`src/rtl/i2c_pkg.sv`:
```
// Shared state encoding and register index constants for the I2C register target.
package i2c_pkg;

  typedef enum logic [3:0] {
    ST_IDLE,
    ST_ADDR,
    ST_ADDR_ACK,
    ST_PTR,
    ST_PTR_ACK,
    ST_WR_MSB,
    ST_WR_MSB_ACK,
    ST_WR_LSB,
    ST_WR_LSB_ACK,
    ST_RD_BYTE,
    ST_RD_ACK
  } state_t;

  localparam logic [1:0] REG_VALUE0 = 2'd0;
  localparam logic [1:0] REG_1      = 2'd1;
  localparam logic [1:0] REG_2      = 2'd2;
  localparam logic [1:0] REG_3      = 2'd3;

endpackage

```
`src/rtl/i2c_bus_sync.sv`:
```
// Synchronizes scl/sda into clk and flags SCL edges plus START/STOP conditions.
module i2c_bus_sync #(
  parameter int SYNC_STAGES = 2
) (
  input  logic clk,
  input  logic rst_n,
  input  logic i_scl,
  input  logic i_sda,
  output logic o_sda,
  output logic o_scl_rise,
  output logic o_scl_fall,
  output logic o_start,
  output logic o_stop
);

  logic [SYNC_STAGES-1:0] r_scl_sync;
  logic [SYNC_STAGES-1:0] r_sda_sync;
  logic                   r_scl_d;
  logic                   r_sda_d;
  logic                   w_scl;
  logic                   w_sda;

  // Reset to 1 so an idle bus produces no spurious edges when reset lifts.
  always_ff @(posedge clk or negedge rst_n) begin
    if (!rst_n) begin
      r_scl_sync <= '1;
      r_sda_sync <= '1;
      r_scl_d    <= 1'b1;
      r_sda_d    <= 1'b1;
    end else begin
      r_scl_sync[0] <= i_scl;
      r_sda_sync[0] <= i_sda;
      for (int i = 1; i < SYNC_STAGES; i++) begin
        r_scl_sync[i] <= r_scl_sync[i-1];
        r_sda_sync[i] <= r_sda_sync[i-1];
      end
      r_scl_d <= w_scl;
      r_sda_d <= w_sda;
    end
  end

  assign w_scl      = r_scl_sync[SYNC_STAGES-1];
  assign w_sda      = r_sda_sync[SYNC_STAGES-1];
  assign o_sda      = w_sda;
  assign o_scl_rise = w_scl & ~r_scl_d;
  assign o_scl_fall = ~w_scl & r_scl_d;
  assign o_start    = w_scl & r_scl_d & r_sda_d & ~w_sda;
  assign o_stop     = w_scl & r_scl_d & ~r_sda_d & w_sda;

endmodule

```
`src/rtl/i2c_target_regs.sv`:
```
// I2C target exposing one read-only word and three read/write 16-bit registers
// behind a 2-bit pointer; words are transferred MSB byte first.
module i2c_target_regs
  import i2c_pkg::*;
#(
  parameter logic [6:0] ADDRESS     = 7'h48,
  parameter int         SYNC_STAGES = 2
) (
  input  logic        clk,
  input  logic        rst_n,
  input  logic        scl,
  input  logic        sdaIn,
  output logic        sdaDriveLow,
  input  logic [15:0] value0,
  output logic [15:0] reg1,
  output logic [15:0] reg2,
  output logic [15:0] reg3,
  output logic        wrStrobe,
  output logic [1:0]  wrPtr,
  output logic        busy
);

  logic w_sda, w_scl_rise, w_scl_fall, w_start, w_stop;

  i2c_bus_sync #(.SYNC_STAGES(SYNC_STAGES)) u_sync (
    .clk        (clk),
    .rst_n      (rst_n),
    .i_scl      (scl),
    .i_sda      (sdaIn),
    .o_sda      (w_sda),
    .o_scl_rise (w_scl_rise),
    .o_scl_fall (w_scl_fall),
    .o_start    (w_start),
    .o_stop     (w_stop)
  );

  state_t      r_state, w_state_nxt;
  logic [3:0]  r_bit_cnt, w_bit_cnt_nxt;
  logic [7:0]  r_shift, w_shift_nxt;
  logic [7:0]  r_stage, w_stage_nxt;
  logic [1:0]  r_ptr, w_ptr_nxt;
  logic [15:0] r_rd_word, w_rd_word_nxt;
  logic        r_rd_lsb, w_rd_lsb_nxt;
  logic        r_rw, w_rw_nxt;
  logic        r_sda_low, w_sda_low_nxt;
  logic        r_busy, w_busy_nxt;
  logic [15:0] r_reg1, r_reg2, r_reg3, w_reg1_nxt, w_reg2_nxt, w_reg3_nxt;
  logic        r_wr_strobe, w_wr_strobe_nxt;
  logic [1:0]  r_wr_ptr, w_wr_ptr_nxt;
  logic [15:0] w_sel_word;
  logic [7:0]  w_tx_byte;
  logic [2:0]  w_bit_idx;

  always_ff @(posedge clk or negedge rst_n) begin
    if (!rst_n) begin
      r_state     <= ST_IDLE;
      r_bit_cnt   <= '0;
      r_shift     <= '0;
      r_stage     <= '0;
      r_ptr       <= REG_VALUE0;
      r_rd_word   <= '0;
      r_rd_lsb    <= 1'b0;
      r_rw        <= 1'b0;
      r_sda_low   <= 1'b0;
      r_busy      <= 1'b0;
      r_reg1      <= '0;
      r_reg2      <= '0;
      r_reg3      <= '0;
      r_wr_strobe <= 1'b0;
      r_wr_ptr    <= '0;
    end else begin
      r_state     <= w_state_nxt;
      r_bit_cnt   <= w_bit_cnt_nxt;
      r_shift     <= w_shift_nxt;
      r_stage     <= w_stage_nxt;
      r_ptr       <= w_ptr_nxt;
      r_rd_word   <= w_rd_word_nxt;
      r_rd_lsb    <= w_rd_lsb_nxt;
      r_rw        <= w_rw_nxt;
      r_sda_low   <= w_sda_low_nxt;
      r_busy      <= w_busy_nxt;
      r_reg1      <= w_reg1_nxt;
      r_reg2      <= w_reg2_nxt;
      r_reg3      <= w_reg3_nxt;
      r_wr_strobe <= w_wr_strobe_nxt;
      r_wr_ptr    <= w_wr_ptr_nxt;
    end
  end

  always_comb begin
    case (r_ptr)
      REG_1:   w_sel_word = r_reg1;
      REG_2:   w_sel_word = r_reg2;
      REG_3:   w_sel_word = r_reg3;
      default: w_sel_word = value0;
    endcase
  end

  assign w_tx_byte = r_rd_lsb ? r_rd_word[7:0] : r_rd_word[15:8];
  assign w_bit_idx = 3'd7 - r_bit_cnt[2:0];

  always_comb begin
    w_state_nxt     = r_state;
    w_bit_cnt_nxt   = r_bit_cnt;
    w_shift_nxt     = r_shift;
    w_stage_nxt     = r_stage;
    w_ptr_nxt       = r_ptr;
    w_rd_word_nxt   = r_rd_word;
    w_rd_lsb_nxt    = r_rd_lsb;
    w_rw_nxt        = r_rw;
    w_sda_low_nxt   = r_sda_low;
    w_busy_nxt      = r_busy;
    w_reg1_nxt      = r_reg1;
    w_reg2_nxt      = r_reg2;
    w_reg3_nxt      = r_reg3;
    w_wr_strobe_nxt = 1'b0;
    w_wr_ptr_nxt    = r_wr_ptr;

    if (w_stop) begin
      w_state_nxt   = ST_IDLE;
      w_bit_cnt_nxt = '0;
      w_sda_low_nxt = 1'b0;
      w_busy_nxt    = 1'b0;
    end else if (w_start) begin
      w_state_nxt   = ST_ADDR;
      w_bit_cnt_nxt = '0;
      w_sda_low_nxt = 1'b0;
      w_busy_nxt    = 1'b0;
    end else begin
      case (r_state)
        ST_ADDR, ST_PTR, ST_WR_MSB, ST_WR_LSB: begin
          if (w_scl_rise && r_bit_cnt != 4'd8) begin
            w_shift_nxt   = {r_shift[6:0], w_sda};
            w_bit_cnt_nxt = r_bit_cnt + 4'd1;
          end else if (w_scl_fall && r_bit_cnt == 4'd8) begin
            w_bit_cnt_nxt = '0;
            case (r_state)
              ST_ADDR: begin
                if (r_shift[7:1] == ADDRESS) begin
                  w_state_nxt   = ST_ADDR_ACK;
                  w_rw_nxt      = r_shift[0];
                  w_busy_nxt    = 1'b1;
                  w_sda_low_nxt = 1'b1;
                end else begin
                  w_state_nxt = ST_IDLE;
                end
              end
              ST_PTR: begin
                w_ptr_nxt     = r_shift[1:0];
                w_state_nxt   = ST_PTR_ACK;
                w_sda_low_nxt = 1'b1;
              end
              ST_WR_MSB: begin
                w_stage_nxt   = r_shift;
                w_state_nxt   = ST_WR_MSB_ACK;
                w_sda_low_nxt = 1'b1;
              end
              default: begin
                w_state_nxt   = ST_WR_LSB_ACK;
                w_sda_low_nxt = 1'b1;
              end
            endcase
          end
        end
        ST_ADDR_ACK: begin
          if (w_scl_fall) begin
            if (r_rw) begin
              w_state_nxt   = ST_RD_BYTE;
              w_rd_word_nxt = w_sel_word;
              w_rd_lsb_nxt  = 1'b0;
              w_sda_low_nxt = ~w_sel_word[15];
              w_bit_cnt_nxt = 4'd1;
            end else begin
              w_state_nxt   = ST_PTR;
              w_sda_low_nxt = 1'b0;
            end
          end
        end
        ST_PTR_ACK: begin
          if (w_scl_fall) begin
            w_state_nxt   = ST_WR_MSB;
            w_sda_low_nxt = 1'b0;
          end
        end
        ST_WR_MSB_ACK: begin
          if (w_scl_fall) begin
            w_state_nxt   = ST_WR_LSB;
            w_sda_low_nxt = 1'b0;
          end
        end
        ST_WR_LSB_ACK: begin
          if (w_scl_fall) begin
            w_state_nxt     = ST_WR_MSB;
            w_sda_low_nxt   = 1'b0;
            w_wr_strobe_nxt = 1'b1;
            w_wr_ptr_nxt    = r_ptr;
            // Pointer 0 targets the read-only word: acknowledged, strobed, not stored.
            case (r_ptr)
              REG_1:   w_reg1_nxt = {r_stage, r_shift};
              REG_2:   w_reg2_nxt = {r_stage, r_shift};
              REG_3:   w_reg3_nxt = {r_stage, r_shift};
              default: ;
            endcase
          end
        end
        ST_RD_BYTE: begin
          if (w_scl_fall) begin
            if (r_bit_cnt == 4'd8) begin
              w_state_nxt   = ST_RD_ACK;
              w_sda_low_nxt = 1'b0;
              w_bit_cnt_nxt = '0;
            end else begin
              w_sda_low_nxt = ~w_tx_byte[w_bit_idx];
              w_bit_cnt_nxt = r_bit_cnt + 4'd1;
            end
          end
        end
        ST_RD_ACK: begin
          if (w_scl_rise && w_sda) begin
            w_state_nxt = ST_IDLE;
          end else if (w_scl_fall) begin
            w_state_nxt   = ST_RD_BYTE;
            w_bit_cnt_nxt = 4'd1;
            if (r_rd_lsb) begin
              w_rd_word_nxt = w_sel_word;
              w_rd_lsb_nxt  = 1'b0;
              w_sda_low_nxt = ~w_sel_word[15];
            end else begin
              w_rd_lsb_nxt  = 1'b1;
              w_sda_low_nxt = ~r_rd_word[7];
            end
          end
        end
        default: ;
      endcase
    end
  end

  assign sdaDriveLow = r_sda_low;
  assign reg1        = r_reg1;
  assign reg2        = r_reg2;
  assign reg3        = r_reg3;
  assign wrStrobe    = r_wr_strobe;
  assign wrPtr       = r_wr_ptr;
  assign busy        = r_busy;

endmodule

```
`config.mk`:
```
export PLATFORM = sky130hd
export DESIGN_NAME = i2c_target_regs
export DESIGN_NICKNAME = d
export VERILOG_FILES = /design/src/rtl/i2c_pkg.sv /design/src/rtl/i2c_bus_sync.sv /design/src/rtl/i2c_target_regs.sv
export SDC_FILE = /design/constraint.sdc
export NUM_CORES = 1
export LEC_CHECK = 0
export BUFFER_PORTS_ARGS = -buffer_cell sky130_fd_sc_hd__buf_2
export CORE_MARGIN = 2
export CORE_UTILIZATION = 45
export DETAILED_ROUTE_END_ITERATION = 8
export PLACE_DENSITY = 0.65
export SYNTH_ARGS = -nofsm -noshare
export SYNTH_HDL_FRONTEND = slang
export SYNTH_SLANG_ARGS = --single-unit
```
`constraint.sdc`:
```
create_clock -name clk -period 3.2 [get_ports clk]
set_input_delay 0.48 -clock clk [delete_from_list [all_inputs] [get_ports clk]]
set_output_delay 0.48 -clock clk [all_outputs]
set_load 0.05 [all_outputs]
```
## After elaboration in Yosys (flattened, before gate mapping)

Cells that the tools add are included.

| operators by class | value |
|---|---|
| add/sub/neg operators | 2 |
| order comparisons | 1 |
| equal/unequal tests | 36 |
| multiplexer cells | 67 |
| bitwise logic cells | 17 |
| reductions and logical operators | 28 |

Operator list:

| cell | count |
|---|---|
| $mux W4 | 22 |
| $mux W16 | 5 |
| $pmux W16 S3 | 1 |
| $ne A4 B2 Y1 const B | 9 |
| $pmux W16 S2 | 1 |
| $mux W1 | 30 |
| $pmux W4 S6 | 1 |
| $reduce_and A7 Y1 | 3 |
| $reduce_and A5 Y1 | 4 |
| $reduce_and A9 Y1 | 2 |
| $eq A4 B3 Y1 const B | 4 |
| $eq A4 B4 Y1 const B | 4 |
| $pmux W4 S4 | 1 |
| $ne A5 B3 Y1 const B | 3 |
| $pmux W4 S3 | 1 |
| $reduce_and A6 Y1 | 2 |
| $reduce_bool A3 Y1 | 4 |
| $ne A2 B2 Y1 const B | 5 |
| $not A1 Y1 | 10 |
| $eq A4 B2 Y1 const B | 2 |
| $mux W8 | 1 |
| $ne A4 B1 Y1 const B | 2 |
| $reduce_and A4 Y1 | 2 |
| $reduce_and A8 Y1 | 1 |
| other kinds (22) | 31 |

| word-level totals | value |
|---|---|
| register bits after elaboration | 103 |
| input port bits | 20 |
| output and inout port bits | 53 |
| word-level logic and storage cells | 170 |

## Logic depth before layout (Yosys ltp)

| logic depth | value |
|---|---|
| depth in word-level cells | 9 |
| mapped depth | 9 |
| gate-level depth less buffers | 8 |

## By module

From an unflattened synthesis, not the netlist that was laid out.

| unflattened totals | value |
|---|---|
| cells, all modules | 367 |
| area total of the unflattened synthesis | 4,958.5 um^2 |

By module, submodules not included:

| module | times used | cells each | area an instance (um^2) | sequential area each (um^2) |
|---|---|---|---|---|
| i2c_target_regs | 1 | 357 | 4,768.3 | 2,427.3 |
| i2c_bus_sync | 1 | 10 | 190.2 | 157.7 |

## Worst setup path before layout

Ideal clock, no wire load.

| path | value |
|---|---|
| kind | flip-flop to flip-flop |
| start | register r_bit_cnt[0] |
| end | register r_stage[0] |
| setup time | 125 ps |
| arrival time | 2,002 ps |
| required time | 3,075 ps |
| slack | 1,073 ps |
| stages on the path, launching flop included | 9 |
| path buffers | 1 |
| clock period less this slack | 2,127 ps |
| cells stage by stage | dfrtp_1 clkbuf_1 inv_1 ha_1 nand3b_1 nor2_1 nand2_1 nor2_1 mux2_2 |

| on the way | value |
|---|---|
| cells in the longest elaborated chain, start to end | 4 |
| elaborated cells between the ends (all ways) | 6 |
| classes of those cells | eq/ne (2); bitwise (1); reduce/logical (3) |

Ends and longest elaborated chain:

| element | line | text |
|---|---|---|
| from (decl) | i2c_target_regs.sv:38 | `logic [3:0] r_bit_cnt, w_bit_cnt_nxt;` |
| from (signal assigned) | i2c_target_regs.sv:73 | `r_bit_cnt <= w_bit_cnt_nxt;` |
| $ne A4 B4 Y1 | i2c_target_regs.sv:132 | `if (w_scl_rise && r_bit_cnt != 4'd8) begin` |
| $logic_and A1 B1 Y1 | i2c_target_regs.sv:132 |  |
| $not A1 Y1 (no source line) | - |  |
| $reduce_and A6 Y1 (no source line) * | - |  |
| to (signal assigned) | i2c_target_regs.sv:75 | `r_stage <= w_stage_nxt;` |
| to (decl) | i2c_target_regs.sv:40 | `logic [7:0] r_stage, w_stage_nxt;` |

Every way passes the cells marked *; elsewhere a longest branch is shown, timed or not.
A chain may end at the register's enable or synchronous reset.

## Worst setup path in the final report

| path | value |
|---|---|
| start | register r_bit_cnt[0] |
| end | register r_stage[7] |

Same word-level chain as after synthesis.

==> summary.md <==
| Metric | Value |
|---|---|
| Die X | `~110 um` |
| Detail Route Antenna Nets | `0` |
| Iteration-0 DRC Markers | `120` |
| Worst-Margin Slew | `0.850 ns` |
| Synth unique cells | `51` |
| Antenna fix cells | `0` |
| Starting density of the core | `0.465` |
| GR Util All Layers | `0.190` |
| Syn_nets | `about 380` |
| RSZ-0062 raised after global routing | `false` |
| CP Launch Type | `flip-flop` |
| R2r worst-path depth | `7` |
| Synth Flop Type | `dfrtp_1` |
| Status | `finished clean` |
| Number of global-route vias before repair | `3,239` |
| Avg WL per Cell | `roughly 19 um` |
| Worst path bufs/invs | `1` |
| Achievable Freq | `around 410 MHz` |
| Grt met3 use | `0.0323` |
| Global Route met1 Usage | `0.282` |
| Power Density | `approximately 550 nW/um2` |
| Via density | `between 5 and 6` |
| Pleak | `between 2 and 3 nW` |
| Critical-path maximum fanout | `8` |
| Post-CTS Resized | `0` |
| Tmin final | `2.47 ns` |
| Fin. Hold Viols | `0` |
| Fin crit share | `0.771` |
| CP delay by family, top | `simple AND/OR/NAND/NOR gates` |
| Number of flops mapped to enable cells by yosys | `0` |
| Port Buffers | `72` |
| Synth Area per Inst | `approximately 14 um2` |
| Worst IR Drop VDD | `0.315 mV` |
| Gr busiest metal | `met2` |
| DR vias | `3,242` |
| Root Driver | `clkbuf_8` |
| Max Slew Vio Count | `0` |
| Die Ht | `roughly 110 um` |
| CTS Sinks | `just over 100` |
| GRT overflow | `0` |
| Final setup fails | `0` |
| Max Cap Violations | `0` |
| Final net count | `about 450` |
| Worst skew pair latency | `between 0.3 and 0.4 ns` |
| Crit path kind | `reg2reg` |
| CP Cell Sequence | `inv_1 > ha_1 > nand3b_1 > nor2_1 > nand2_1 > nor2_1 > mux2_2` |
| Detailed Route WL | `10.7 mm` |
| # rows | `38` |
| Post-CTS Setup Inserts | `0` |
| YS warnings | `0` |
| Worst Hold Class | `in2async` |
| Crit. End Element | `flip-flop` |
| Initial antenna violation count | `0` |
| Critical Path Max Stage Delay | `approximately 0.55 ns` |
| Layout cells sized above 1 | `0.497` |
| Flop and latch count out of synthesis | `103` |
| First-pass GRT wire length | `17.3 mm` |
| FF-to-FF setup slack | `0.73 ns` |
| Async SR Flop Fraction | `1.00` |
| Largest net degree at the start of global routing | `69` |
| CORE AREA | `10,900 um2` |
| GR Util met2 | `0.292` |
| Total CTS buffers | `9` |
| Full die area | `about 12,000 um2` |
| Reg clk slew, reported paths | `0.10 ns` |
| Hold_buf cts | `0` |
| Post-Syn Area | `a little over 5000 um2` |
| Placement Setup Slack | `about 0.75 ns` |
| Clk buf depth | `2` |
| Reg2reg end | `r_stage[7]$_DFFE_PN0P_` |
| Hold Slack | `between 0.2 and 0.25 ns` |
| Area Overhead vs Synth | `13.5%` |
| H-tree depth | `3` |
| Top cell by count, worst path | `nor2_1` |
| Syn Inst Count | `356` |
| # IOs | `73` |
| 1st-pass router iterations | `5` |
| Hpwl dp | `about 7.5 mm` |
| Routability congestion estimate | `between 0.8 and 0.9` |
| PnR worst setup slack | `around 0.73 ns` |
| Drt drc | `0` |
| Sequential area share after synthesis | `0.511` |
| Crit path arrival time | `2.70 ns` |
| Setup TNS | `0 ns` |
| TritonCTS clock tree | `yes` |
| Slew margin rel. | `0.433` |
| Slowest CP cell | `nor2_1` |
| Required time of the critical path | `about 3.4 ns` |
| Worst r2r src | `r_bit_cnt[0]$_DFFE_PN0P_` |
| Setup Skew | `0.0156 ns` |
## metrics by stage
step | instances | total power, mW | cell area, um2 | utilization
CTS | 569 | 3.19 | 5740 | 0.527
global route | 569 | 3.35 | 5740 | 0.527
global placement | 554 | 2.33 | 5540 | 0.509
finish | 569 | 3.16 | 5740 | 0.527
floorplan | 356 | 2.14 | 5060 | -
detailed placement | 554 | 2.34 | 5540 | 0.509
## flip-flops by register name, summed over array words and instances (netlist names)
signal	flops
r_shift	8
reg3	16
u_sync.r_sda_d	1
r_state	4
sdaDriveLow	1
u_sync.r_scl_sync	2
u_sync.r_scl_d	1
r_rd_word	16
r_bit_cnt	4
r_ptr	2
r_rw	1
wrStrobe	1
r_rd_lsb	1
reg2	16
busy	1
r_stage	8
u_sync.r_sda_sync	2
reg1	16
wrPtr	2
## report_power, final
group	leakage, nW	switching [mW]	total [mW]	internal [mW]
combinational	1.45	0.377	0.694	0.318
clock	0.104	0.463	0.836	0.373
sequential	1.40	0.223	1.63	1.41
total	2.96	1.06	3.16	2.10
## layout make-up
class	count	area [um2]
fill	913	5140
sequential	103	2580
multi-input combinational	229	2350
timing repair buffer	77	413
tap	140	175
clock buffer	9	124
clock inverter	6	80.1
inverter	5	18.8
## metal layers
metal / part of all wire / up-vias
met3: 0.043 / 7
met1: 0.48 / 1688
met5: 0 / -
met4: 0.0094 / 0
li1: - / 1456
met2: 0.47 / 91
## logic make-up after synthesis
group,Yosys count,share of synthesized area
fa+ha+maj,2,0.00494
mux,109,0.311
xor+xnor,1,0.00173
compound gates,45,0.0598
simple gates,72,0.0865
buf+inv,24,0.0252
flops,103,0.511
## cell usage in the layout (no fill, tap or decap), drive strengths merged, types with 3 or more instances in the layout
master and count:
buf 77, a21oi 8, dfrtp 97, nor2b 9, nor2 18, mux4 21, clkbuf 9, nand3 6
nand3b 4, a211oi 4, mux2i 3, nand2 17, o31ai 4, nand2b 4, o21ai 12, dfstp 6
inv 7, clkinv 3, mux2 85
## worst max-delay path by stage
stage / startpoint / end / cells after the start
3_5_place_dp: r_bit_cnt[0]$_DFFE_PN0P_ / r_stage[6]$_DFFE_PN0P_ / 7
4_1_cts: r_bit_cnt[0]$_DFFE_PN0P_ / r_stage[7]$_DFFE_PN0P_ / 7
3_3_place_gp: r_bit_cnt[0]$_DFFE_PN0P_ / r_stage[6]$_DFFE_PN0P_ / 7
6_report: r_bit_cnt[0]$_DFFE_PN0P_ / r_stage[7]$_DFFE_PN0P_ / 7
2_1_floorplan: r_bit_cnt[0]$_DFFE_PN0P_ / r_stage[0]$_DFFE_PN0P_ / 8
5_1_grt: r_bit_cnt[0]$_DFFE_PN0P_ / r_stage[7]$_DFFE_PN0P_ / 7
## worst reg2reg max path, cell delays in order, from the launching register on
cell	delay, ns
dfrtp_1	0.49
inv_1	0.12
ha_1	0.18
nand3b_1	0.24
nor2_1	0.25
nand2_1	0.12
nor2_1	0.55
mux2_2	0.40
## synth_stat cells, types with 2 or more instances
master | count | share of area
o211a_1 | 2 | 0.0040
a31oi_1 | 2 | 0.0025
a22o_1 | 2 | 0.0035
inv_1 | 5 | 0.0037
mux2_2 | 55 | 0.12
nand4b_1 | 2 | 0.0035
nand2b_1 | 4 | 0.0049
a211oi_1 | 4 | 0.0059
o31ai_1 | 4 | 0.0059
mux2_4 | 30 | 0.089
mux2i_1 | 3 | 0.0059
o21ai_0 | 12 | 0.012
mux4_2 | 21 | 0.093
a21oi_1 | 8 | 0.0079
nand2_1 | 17 | 0.013
nor3_1 | 2 | 0.0020
clkbuf_1 | 6 | 0.0045
dfrtp_1 | 97 | 0.48
nand3_1 | 5 | 0.0049
ha_1 | 2 | 0.0049
dfstp_2 | 6 | 0.031
buf_1 | 3 | 0.0022
nor2_1 | 18 | 0.013
buf_2 | 6 | 0.0059
nor2b_1 | 9 | 0.011
nand3b_1 | 2 | 0.0030
buf_6 | 4 | 0.0089
nand3b_4 | 2 | 0.0079
No activity file was read; power rests on OpenSTA's default activity.
